## src/rtl/mips_mem_arbiter.sv

```systemverilog
`timescale 1ns/1ps
// Single-port arbiter for the unified MIPS32 memory: loader, data stage and fetch
// share one port, gated by a BOOT/RUN/HALTED sequencer.
module mips_mem_arbiter #(
  parameter int unsigned AW              = 10,
  parameter int unsigned DW              = 32,
  parameter int unsigned MAX_DATA_STREAK = 4
) (
  input  logic          clk1,
  input  logic          rst_n,
  input  logic          boot_done,
  input  logic          cpu_halted,
  input  logic          ld_req,
  input  logic          ld_we,
  input  logic [AW-1:0] ld_addr,
  input  logic [DW-1:0] ld_wdata,
  output logic          ld_gnt,
  output logic          ld_rvalid,
  input  logic          if_req,
  input  logic [AW-1:0] if_addr,
  output logic          if_gnt,
  output logic          if_rvalid,
  input  logic          dm_req,
  input  logic          dm_we,
  input  logic [AW-1:0] dm_addr,
  input  logic [DW-1:0] dm_wdata,
  output logic          dm_gnt,
  output logic          dm_rvalid,
  output logic [DW-1:0] rdata,
  output logic          mem_en,
  output logic          mem_we,
  output logic [AW-1:0] mem_addr,
  output logic [DW-1:0] mem_wdata,
  input  logic [DW-1:0] mem_rdata,
  output logic [1:0]    state,
  output logic          fetch_stall,
  output logic          data_stall
);

  localparam int unsigned SW = 4;
  localparam logic [SW-1:0] STREAK_MAX = SW'(MAX_DATA_STREAK);

  typedef enum logic [1:0] {
    ST_BOOT   = 2'b00,
    ST_RUN    = 2'b01,
    ST_HALTED = 2'b10
  } state_e;

  typedef enum logic [1:0] {
    TAG_NONE = 2'b00,
    TAG_LD   = 2'b01,
    TAG_IF   = 2'b10,
    TAG_DM   = 2'b11
  } tag_e;

  state_e          state_q, state_d;
  logic [SW-1:0]   streak_q, streak_d;
  tag_e            tag_q, tag_d;

  always_ff @(posedge clk1 or negedge rst_n) begin
    if (!rst_n) begin
      state_q  <= ST_BOOT;
      streak_q <= '0;
      tag_q    <= TAG_NONE;
    end else begin
      state_q  <= state_d;
      streak_q <= streak_d;
      tag_q    <= tag_d;
    end
  end

  // Sequencer: boot -> run -> halted -> boot (reload)
  always_comb begin
    state_d = state_q;
    unique case (state_q)
      ST_BOOT:   if (boot_done)  state_d = ST_RUN;
      ST_RUN:    if (cpu_halted) state_d = ST_HALTED;
      ST_HALTED: if (boot_done)  state_d = ST_BOOT;
      default:                   state_d = ST_BOOT;
    endcase
  end

  // Grants are withheld while reset is asserted so no strobe escapes mid-reset.
  always_comb begin
    ld_gnt = 1'b0;
    if_gnt = 1'b0;
    dm_gnt = 1'b0;
    if (rst_n) begin
      if (state_q == ST_RUN) begin
        if (if_req && (!dm_req || streak_q == STREAK_MAX)) begin
          if_gnt = 1'b1;
        end else if (dm_req) begin
          dm_gnt = 1'b1;
        end
      end else begin
        ld_gnt = ld_req;
      end
    end
  end

  // Memory port mux, read tag and starvation-guard counter
  always_comb begin
    mem_en    = ld_gnt | if_gnt | dm_gnt;
    mem_we    = 1'b0;
    mem_addr  = '0;
    mem_wdata = '0;
    tag_d     = TAG_NONE;
    streak_d  = streak_q;
    if (ld_gnt) begin
      mem_we    = ld_we;
      mem_addr  = ld_addr;
      mem_wdata = ld_wdata;
      tag_d     = ld_we ? TAG_NONE : TAG_LD;
    end else if (dm_gnt) begin
      mem_we    = dm_we;
      mem_addr  = dm_addr;
      mem_wdata = dm_wdata;
      tag_d     = dm_we ? TAG_NONE : TAG_DM;
    end else if (if_gnt) begin
      mem_addr  = if_addr;
      tag_d     = TAG_IF;
    end
    if (!if_req || if_gnt) begin
      streak_d = '0;
    end else if (dm_gnt && streak_q < STREAK_MAX) begin
      streak_d = streak_q + SW'(1);
    end
  end

  assign ld_rvalid   = (tag_q == TAG_LD);
  assign if_rvalid   = (tag_q == TAG_IF);
  assign dm_rvalid   = (tag_q == TAG_DM);
  assign rdata       = mem_rdata;
  assign state       = state_q;
  assign fetch_stall = if_req & ~if_gnt;
  assign data_stall  = dm_req & ~dm_gnt;

endmodule

```

## config.mk

```make
export PLATFORM = sky130hd
export DESIGN_NAME = mips_mem_arbiter
export DESIGN_NICKNAME = d
export VERILOG_FILES = /design/src/rtl/mips_mem_arbiter.sv
export SDC_FILE = /design/constraint.sdc
export NUM_CORES = 1
export LEC_CHECK = 0
export CORE_MARGIN = 10
export CORE_UTILIZATION = 19
export DETAILED_ROUTE_END_ITERATION = 6
export GPL_TIMING_DRIVEN = 0
export PLACE_DENSITY = 0.76
export SYNTH_ARGS = -nofsm -noshare
export SYNTH_HDL_FRONTEND = slang
export SYNTH_SLANG_ARGS = --single-unit
```

## constraint.sdc

```tcl
create_clock -name clk1 -period 1.9 [get_ports clk1]
set_input_delay 0.475 -clock clk1 [delete_from_list [all_inputs] [get_ports clk1]]
set_output_delay 0.475 -clock clk1 [all_outputs]
set_load 0.01 [all_outputs]
```

# --- Word-level counts from Yosys, hierarchy flattened ---
# Index checks and enable logic that the tools add are counted.
totals:
  input_bits: 135
  wordCells: 56
  regBits: 8
  output_inout_bits: 86
op_classes:
  mux: 27
  add_sub_neg: 1
  n_eq_ne: 9
  magnitude_cmp: 1
  reduce_logical: 9
  n_bitwise: 6
op_table:
  columns: ["operator", "n"]
  rows:
  - ["$mux W32", 2]
  - ["$mux W10", 3]
  - ["$mux W2", 7]
  - ["$mux W1", 12]
  - ["$mux W4", 2]
  - ["$eq A2 B2 Y1 const B", 3]
  - ["$ne A2 B2 Y1 const B", 3]
  - ["$pmux W2 S3", 1]
  - ["$add A4 B1 Y4 const B", 1]
  - ["$eq A2 B1 Y1 const B", 2]
  - ["$eq A4 B3 Y1 const B", 1]
  - ["$lt A4 B3 Y1 const B", 1]
  - ["$reduce_and A3 Y1", 1]
  - ["$and A1 B1 Y1", 2]
  - ["$logic_and A1 B1 Y1", 2]
  - ["$logic_not A1 Y1", 2]
  - ["$logic_not A2 Y1", 1]
  - ["$logic_or A1 B1 Y1", 2]
  - ["$not A1 Y1", 2]
  - ["$or A1 B1 Y1", 2]
  - ["$reduce_bool A2 Y1", 1]

# --- Logic depth before layout (Yosys ltp) ---
logic_depth:
  word_depth: 9
  mapped_depth: 7
  depth_no_buf: 5

# --- Worst setup path after synthesis ---
# OpenSTA, ideal clock, no wires.
synth_path:
  path_type: "register to output"
  start: "register streak_q[0]"
  end: "output mem_addr[5]"
  path_buffers: 1
  required_time_ns: 1.425
  setup_slack_ns: -0.016
  stages_incl_launch_ff: 7
  arrival_time_ns: 1.441
  cell_sequence: "dfrtp_1 -> inv_1 -> ha_1 -> nand3b_1 -> o21ba_2 -> buf_2 -> a221o_1"
synth_via:
  elab_chain_len: 9
  word_cells_on_any_way: 12
  cone_classes: "eq/ne (1); mux (9); reduce/logical (2)"
synth_rtl:
  columns: ["item", "line", "rtl"]
  rows:
  - ["start: declaration", "57", "logic [SW-1:0] streak_q, streak_d;"]
  - ["start signal: assignment", "67", "streak_q <= streak_d;"]
  - ["$eq A4 B3 Y1 (*)", "90", "if (if_req && (!dm_req || streak_q == STREAK_MAX)) begin"]
  - ["$logic_or A1 B1 Y1 (*)", "90", null]
  - ["$logic_and A1 B1 Y1 (*)", "90", null]
  - ["$mux W1", "90", null]
  - ["$mux W1", "89", "if (state_q == ST_RUN) begin"]
  - ["$mux W1", "88", "if (rst_n) begin"]
  - ["$mux W10", "119", "end else if (if_gnt) begin"]
  - ["$mux W10 (*)", "114", "end else if (dm_gnt) begin"]
  - ["$mux W10 (*)", "109", "if (ld_gnt) begin"]
  - ["end: declaration", "32", "output logic [AW-1:0] mem_addr,"]
# Every way passes the cells marked *; elsewhere a longest branch is shown, timed or not.

# --- Worst setup path after layout ---
layout_path:
  start: "register streak_q[0]"
  end: "output mem_en"
layout_via:
  elab_chain_len: 8
  word_cells_on_any_way: 11
  cone_classes: "eq/ne (1); mux (6); bitwise (2); reduce/logical (2)"
layout_rtl:
  columns: ["item", "line", "rtl"]
  rows:
  - ["$eq A4 B3 Y1 (*)", "90", null]
  - ["$logic_or A1 B1 Y1 (*)", "90", null]
  - ["$logic_and A1 B1 Y1 (*)", "90", null]
  - ["$mux W1", "90", null]
  - ["$mux W1", "89", null]
  - ["$mux W1", "88", null]
  - ["$or A1 B1 Y1", "103", "mem_en = ld_gnt | if_gnt | dm_gnt;"]
  - ["$or A1 B1 Y1 (*)", "103", null]
  - ["end: declaration", "30", "output logic mem_en,"]
# Marks and branches as above.

==> run_results.csv <==
group,metric,value,unit
synthesis,synth_top_area_share,23.5,%
global_routing,antenna_found_initial,0,
routing,postRouteAntennaNets,0,
layout,n_fill_cell,594,
clock_tree,htreeDepth,1,
placed_design,io_buffers,188,
global_routing,track_usage,15.1,%
layout,mostFrequentLayoutCells,"135 x clkdlybuf4s50_1, 50 x buf_4, 35 x buf_2, 34 x a22o_1, 25 x buf_6",
setup_path,crit_type,"reg -> out",
pwr,finalPower,1.52,mW
sta,max_freq,431,MHz
synthesis,seq_area_frac_synth,15.8,%
global_routing,grt-ovfl-total,0,
clock_tree,cts_buffers,3,
placed_design,dpl.cell_count,410,
synthesis,syn_area_per_cell,8.72,um^2
global_routing,grt_pass1_wl,12200,um
run,cap_violations,0,
floorplan,die_x,102,um
layout,fin_util,54.1,%
sta,finalHoldViolations,0,
sta,finalMaxSlewViolations,0,
floorplan,initial_core_util,19.7,%
synthesis,synthTopCellsByArea,"a22o_1 24%, buf_4 22%, dfrtp_1 16%, a221o_1 7.9%, nor3b_1 6.5%",
floorplan,dieArea,10300,um^2
synthesis,yosysWarningCount,0,
routing,first_iter_violations,20,
clock_tree,cts-root-buf,"clkbuf_8",
clock_tree,cts.sinks,8,
global_routing,grt_max_degree,12,
synthesis,synth_cell_types,29,
setup_path,crit_path_end_kind,"output pin",
setup_path,arrival,1.85,ns
clock_tree,clock_latency,0.23,ns
placed_design,placedInstanceArea,3240,um^2
synthesis,synth_fp_nets,282,
clock_tree,cts_tree,"done",
placed_design,place_congestion,0.806,
sta,rsz0062_at_grt,"yes",
layout,stdcell_area,3470,um^2
worst_hold_path,hp-class,"in -> async",
placed_design,dp_hpwl,7230,um
setup_path,cpPeakStageDelay,0.38,ns
sta,layout_min_cycle_time,2.32,ns
synthesis,netlist_area,1260,um^2
synthesis,yosys.area.top_type,"a22o_1",
clock_tree,postCtsHoldBufs,0,
routing,vias,1967,
routing,wire_per_inst,19.8,um
clock_tree,clk_pin_slew,0.04,ns
layout,drive_above_1_share,37.3,%
floorplan,io_pins,221,
sta,finClkSkew,0.00528,ns
floorplan,core,6420,um^2
routing,drc_errors,0,
pwr,ir_drop,0.431,mV
clock_tree,clock_tree.buffer_depth,2,
pwr,powerDensity,439,nW/um^2
layout,diodes,0,
routing,drt_pre_antenna_iters,4,
synthesis,syn_inst,145,
floorplan,chipHeight,102,um
routing,wl,8630,um
placed_design,post-place-ws,-1.56,ns
sta,setup_viol,48,
layout,layout_commonest_cell,"clkdlybuf4s50_1",
setup_path,slowest_stage,"dfrtp_1",
sta,finalCritPeriodShare,122,%
setup_path,cp_max_fo,5,
setup_path,startpoint_type,"register",
setup_path,cp.required,1.42,ns
pwr,p_leak,1.59,nW
sta,relSlewSlack,81.2,%
routing,vias_per_cell,4.51,
layout,layout.nets,498,
sta,setup_slack,-0.421,ns
outcome,failed_checks,"negative setup slack",
sta,tightest_slew,0.282,ns
setup_path,path_cells,"inv_1 -> ha_1 -> nand3b_1 -> o21ba_4 -> buf_8 -> or3_4 -> buf_6",
layout,area_growth,175,%
global_routing,first_global_vias,2166,
synthesis,synth_seq_cells,8,
outcome,status,"finished with violations",
layout,finalNonFillerCells,436,
floorplan,rows,29,
[cell families after synthesis]
kind of cell,Yosys count,share of synthesized area (%)
flip-flops,8,15.8
AO/OA/AOI/OAI,55,38.4
multiplexers,1,0.791
AND/OR/NAND/NOR,31,17.3
adder cells (fa/ha/maj),2,1.98
buffers and inverters,48,25.7
[final timing paths]
check	start	to	slack (ns)	cells after the start
hold / removal	rst_n	tag_q[1]	0.08	1
setup reg to reg	streak_q[0]	streak_q[0]	0.35	9
min in group clk1	state[1]	state[0]	0.58	2
setup / recovery	streak_q[0]	mem_en	-0.42	7
hold reg to reg	state[1]	state[0]	0.58	2
max in group asynchronous	rst_n	state[0]	1.64	1
[flip-flops by register name (all words and copies together) (netlist names)]
register  cells
streak_q      4
tag_q         2
state         2
[layer usage]
metal / global-route usage [%] / part of all wire [%] / vias up
li1: - / - / 959
met1: 13.9 / 32 / 880
met2: 28.8 / 53 / 126
met3: 8.78 / 15 / 2
met4: 1.98 / 0.39 / 0
met5: 0 / 0 / -
[critical path, delay by kind of cell, from the launching register on]
| family | cells | cell delay, ns |
|---|---|---|
| compound gates | 1 | 0.28 |
| flops | 1 | 0.38 |
| simple gates | 2 | 0.48 |
| buf+inv | 3 | 0.33 |
| fa+ha+maj | 1 | 0.14 |
[report_power, final]
part	total, mW	switching [mW]	internal, mW	leakage (nW)
Clock	0.206	0.0685	0.137	0.0216
Sequential	0.209	0.0187	0.190	0.107
Combinational	1.11	0.424	0.686	1.47
[cells in the mapped netlist]
| cell | instances |
|---|---|
| a211oi_1 | 2 |
| a211oi_2 | 1 |
| a21o_1 | 2 |
| a21oi_1 | 2 |
| a221o_1 | 10 |
| a22o_1 | 34 |
| and2_1 | 1 |
| and2b_1 | 1 |
| buf_2 | 5 |
| buf_4 | 37 |
| clkbuf_1 | 1 |
| dfrtp_1 | 8 |
| ha_1 | 2 |
| inv_1 | 5 |
| mux2i_1 | 1 |
| nand2_1 | 2 |
| nand2b_1 | 1 |
| nand3b_1 | 2 |
| nand4b_4 | 1 |
| nor2_1 | 3 |
| nor2_2 | 1 |
| nor2b_1 | 3 |
| nor3_1 | 2 |
| nor3b_1 | 11 |
| o21ba_2 | 2 |
| o31ai_1 | 2 |
| or3_1 | 1 |
| or4_1 | 1 |
| or4b_1 | 1 |
[cell type report]
type                       count  area [um^2]  share of cell area (%)
sequential                     8          201                    5.80
buffer                        42          350                    10.1
clock buffer                   3         41.3                    1.19
inverter                       5         18.8                   0.540
tap                           77         96.3                    2.77
timing repair buffer         212         1970                    56.7
multi-input combinational     89          796                    22.9
[through the flow]
| stage | setup TNS [ns] | hold slack [ns] |
|---|---|---|
| after floorplan | -0.0897 | 0.179 |
| after global placement | -71.84 | 0.504 |
| after detailed placement | -72.78 | 0.513 |
| after CTS | -17.24 | 0.0755 |
| after global routing | -21.28 | 0.0746 |
| final | -17.40 | 0.0775 |
[timing repair]
action,in CTS,in global routing
resized for setup,255,8
setup endpoints to repair,54,49
pin swaps,7,2
setup buffers,20,2
cloned,2,0
hold endpoints to repair,0,0
(Power assumes the default switching activity.)
==> variant: new RTL, same settings <==
Change the parameter `DW` from 32 to 48.
--- a/src/rtl/mips_mem_arbiter.sv
+++ b/src/rtl/mips_mem_arbiter.sv
@@ -3,7 +3,7 @@
 // share one port, gated by a BOOT/RUN/HALTED sequencer.
 module mips_mem_arbiter #(
   parameter int unsigned AW              = 10,
-  parameter int unsigned DW              = 32,
+  parameter int unsigned DW              = 48,
   parameter int unsigned MAX_DATA_STREAK = 4
 ) (
   input  logic          clk1,
Ports: changed (5 resized); port bits go from 221 to 301. The function was not compared with the original's and may differ.
==> variant against the original RTL <==
The run still ends with negative setup slack left. Routed wire length grew 42%. Sequential share of layout area shrank 1.2 points. Cell area grew 26%. Power grew 19%. Worst setup slack lost 9.5 ps. Sequential cell count is the same. Global-route usage grew 2.9 points. Via count grew 32%. Combinational power grew 26%. Clock power grew 2%. Area after synthesis grew 23%. Largest cell class unchanged. Highest routed layer unchanged.
==> variant: results (changes against the original RTL) <==
STA
  – Worst Skew: 1.08 ps (-4.20 ps)
  – Final setup margin: -431 ps (-9.46 ps)
  – Worst slew pin tran: 310 ps (+28.0 ps)
  – Final setup violation count: 63 (+31%)

Synthesis
  – Post-synth top flop: dfrtp_1
  – Syn. warnings: 0 (unchanged)
  – Async SR Flop Fraction: 100% (unchanged)
  – Net Count, Synth: 366 (+30%)
  – Seq/Total Area, Yosys: 12.8% (-3.0 points)
  – Post-synth top cells: a22o_1 (50), buf_4 (49), a221o_1 (10), and3_1 (10), dfrtp_1 (8)
  – Top post-synthesis cells by area: a22o_1 (28%), buf_4 (24%), dfrtp_1 (13%)
  – Number of library cell types mapped by synthesis: 33 (+14%)

Hold path
  – Hold WC Path Type: primary input to asynchronous set/reset pin

Placement
  – DP HPWL: 10.4 mm (+44%)
  – # port buffers: 252 (+34%)
  – Placed instance area: 4210 µm² (+30%)
  – Routability congestion estimate: 0.860 (+6.6%)
  – Pre-CTS setup slack: -1420 ps (+146 ps)

Layout
  – Top reg by flops: streak_q
  – Layout cells sized above 1: 38.6% (+1.3 points)
  – NumNets Final: 648 (+30%)
  – ANT cells: 0 (unchanged)
  – Fillers: 698 (+18%)
  – Max reg flops: 4 (unchanged)

Critical path
  – Critical Path AT: 1860 ps
  – Crit path largest cell delay: 390 ps
  – Worst path slowest cell: dfrtp_1
  – Crit Path Max Fanout: 5 (unchanged)

Global route
  – Largest net degree at the start of global routing: 14 (+2)
  – Total global-route track usage: 18.1% (+2.9 points)
  – Vias in the first global route: 2,905 (+34%)
  – Initial antenna violation count: 0 (unchanged)
  – First-pass GRT wire length: 17.9 mm (+46%)

Power and ir drop
  – P_leak: 2.05 nW (+29%)
  – Max VDD drop: 0.253 mV (-41%)

Drt
  – First-pass DRT Iterations: 4 (unchanged)
  – Drt initial violations: 66 (+230%)
  – Vias/cell: 4.62 (+2.5%)
  – Wire length per cell: 21.8 µm (+10%)

CTS
  – Clk Latency, worst-skew pair: 230 ps (about the same)
  – Clock slew at reported path FFs: 40 ps (about the same)
  – CTS Buf Count: 3 (unchanged)
  – Max Root-Sink Buffers: 2 (unchanged)
  – CTS root buf: clkbuf_8
  – H-tree levels: 1 (unchanged)

Job
  – Max Cap Viol: 0 (unchanged)

Outcome
  – Failing checks: negative setup slack
  – Status: complete, but fails checks
## variant: changes by cell type after synthesis, moves of 7 or more
cell / delta
nor3b_1: -10
and3_1: +10
buf_4: +12
buf_6: +7
a22o_1: +16
## variant: area by class of cell
class / count / area (µm²) / share of cell area (%)
Clock buffer: 3 / 41.3 / 0.941
Timing Repair Buffer: 277 / 2530 / 57.7
Multi-Input combinational cell: 106 / 933 / 21.3
Inverter: 5 / 26.3 / 0.599
Sequential cell: 8 / 200 / 4.56
Tap cell: 102 / 128 / 2.91
Buffer: 62 / 528 / 12.0
## variant: worst paths after layout
path / start / endpoint / slack (ps) / cells after the start
max reg2reg: state[1] / tag_q[0] / 380 / 7
min reg2reg: streak_q[3] / streak_q[3] / 590 / 1
max in group asynchronous: rst_n / streak_q[2] / 1680 / 1
min in group clk1: streak_q[3] / streak_q[3] / 590 / 1
min: rst_n / state[0] / 70 / 1
max: streak_q[0] / mem_addr[1] / -430 / 7
## variant: kinds of logic after synthesis
group | Yosys count | share of synthesized area [%]
AND/OR/NAND/NOR | 33 | 13.4
flip-flops | 8 | 12.8
buffers and inverters | 67 | 31.7
multiplexers | 1 | 0.642
adder cells (fa/ha/maj) | 2 | 1.60
AO/OA/AOI/OAI | 70 | 39.9
## variant: where the power goes
| part | total [mW] | internal (mW) | switching, mW |
|---|---|---|---|
| combinational | 1.40 | 0.875 | 0.528 |
| sequential | 0.203 | 0.189 | 0.0136 |
| clock | 0.210 | 0.138 | 0.0721 |
| total | 1.82 | 1.20 | 0.614 |
## variant: layer usage
metal	wire length [µm]	track usage, %	up-vias
li1	-	-	1213
met1	4280	17.2	1216
met2	6630	35.3	163
met3	1220	7.19	11
met4	150	3.54	0
met5	0	0	-
## variant: stage by stage
step | setup TNS, ps | cells
final | -23310 | 563
after global routing | -29230 | 563
after CTS | -21470 | 560
after detailed placement | -87170 | 535
after global placement | -87230 | 535
after floorplan | 0 | 181
## variant: what timing repair did
action / CTS / global route
cloned: 4 / 1
resized for setup: 320 / 20
pin swaps: 12 / 3
buffers inserted: 18 / 2
endpoints found under the setup margin: 69 / 65
## variant: critical path, delay by kind of cell, from the launching register on
family,cells,cell delay (ps)
adders and majority gates,1,140
buffers and inverters,3,460
AOI/OAI and AO/OA,1,290
DFF,1,390
and+or+nand+nor,2,330
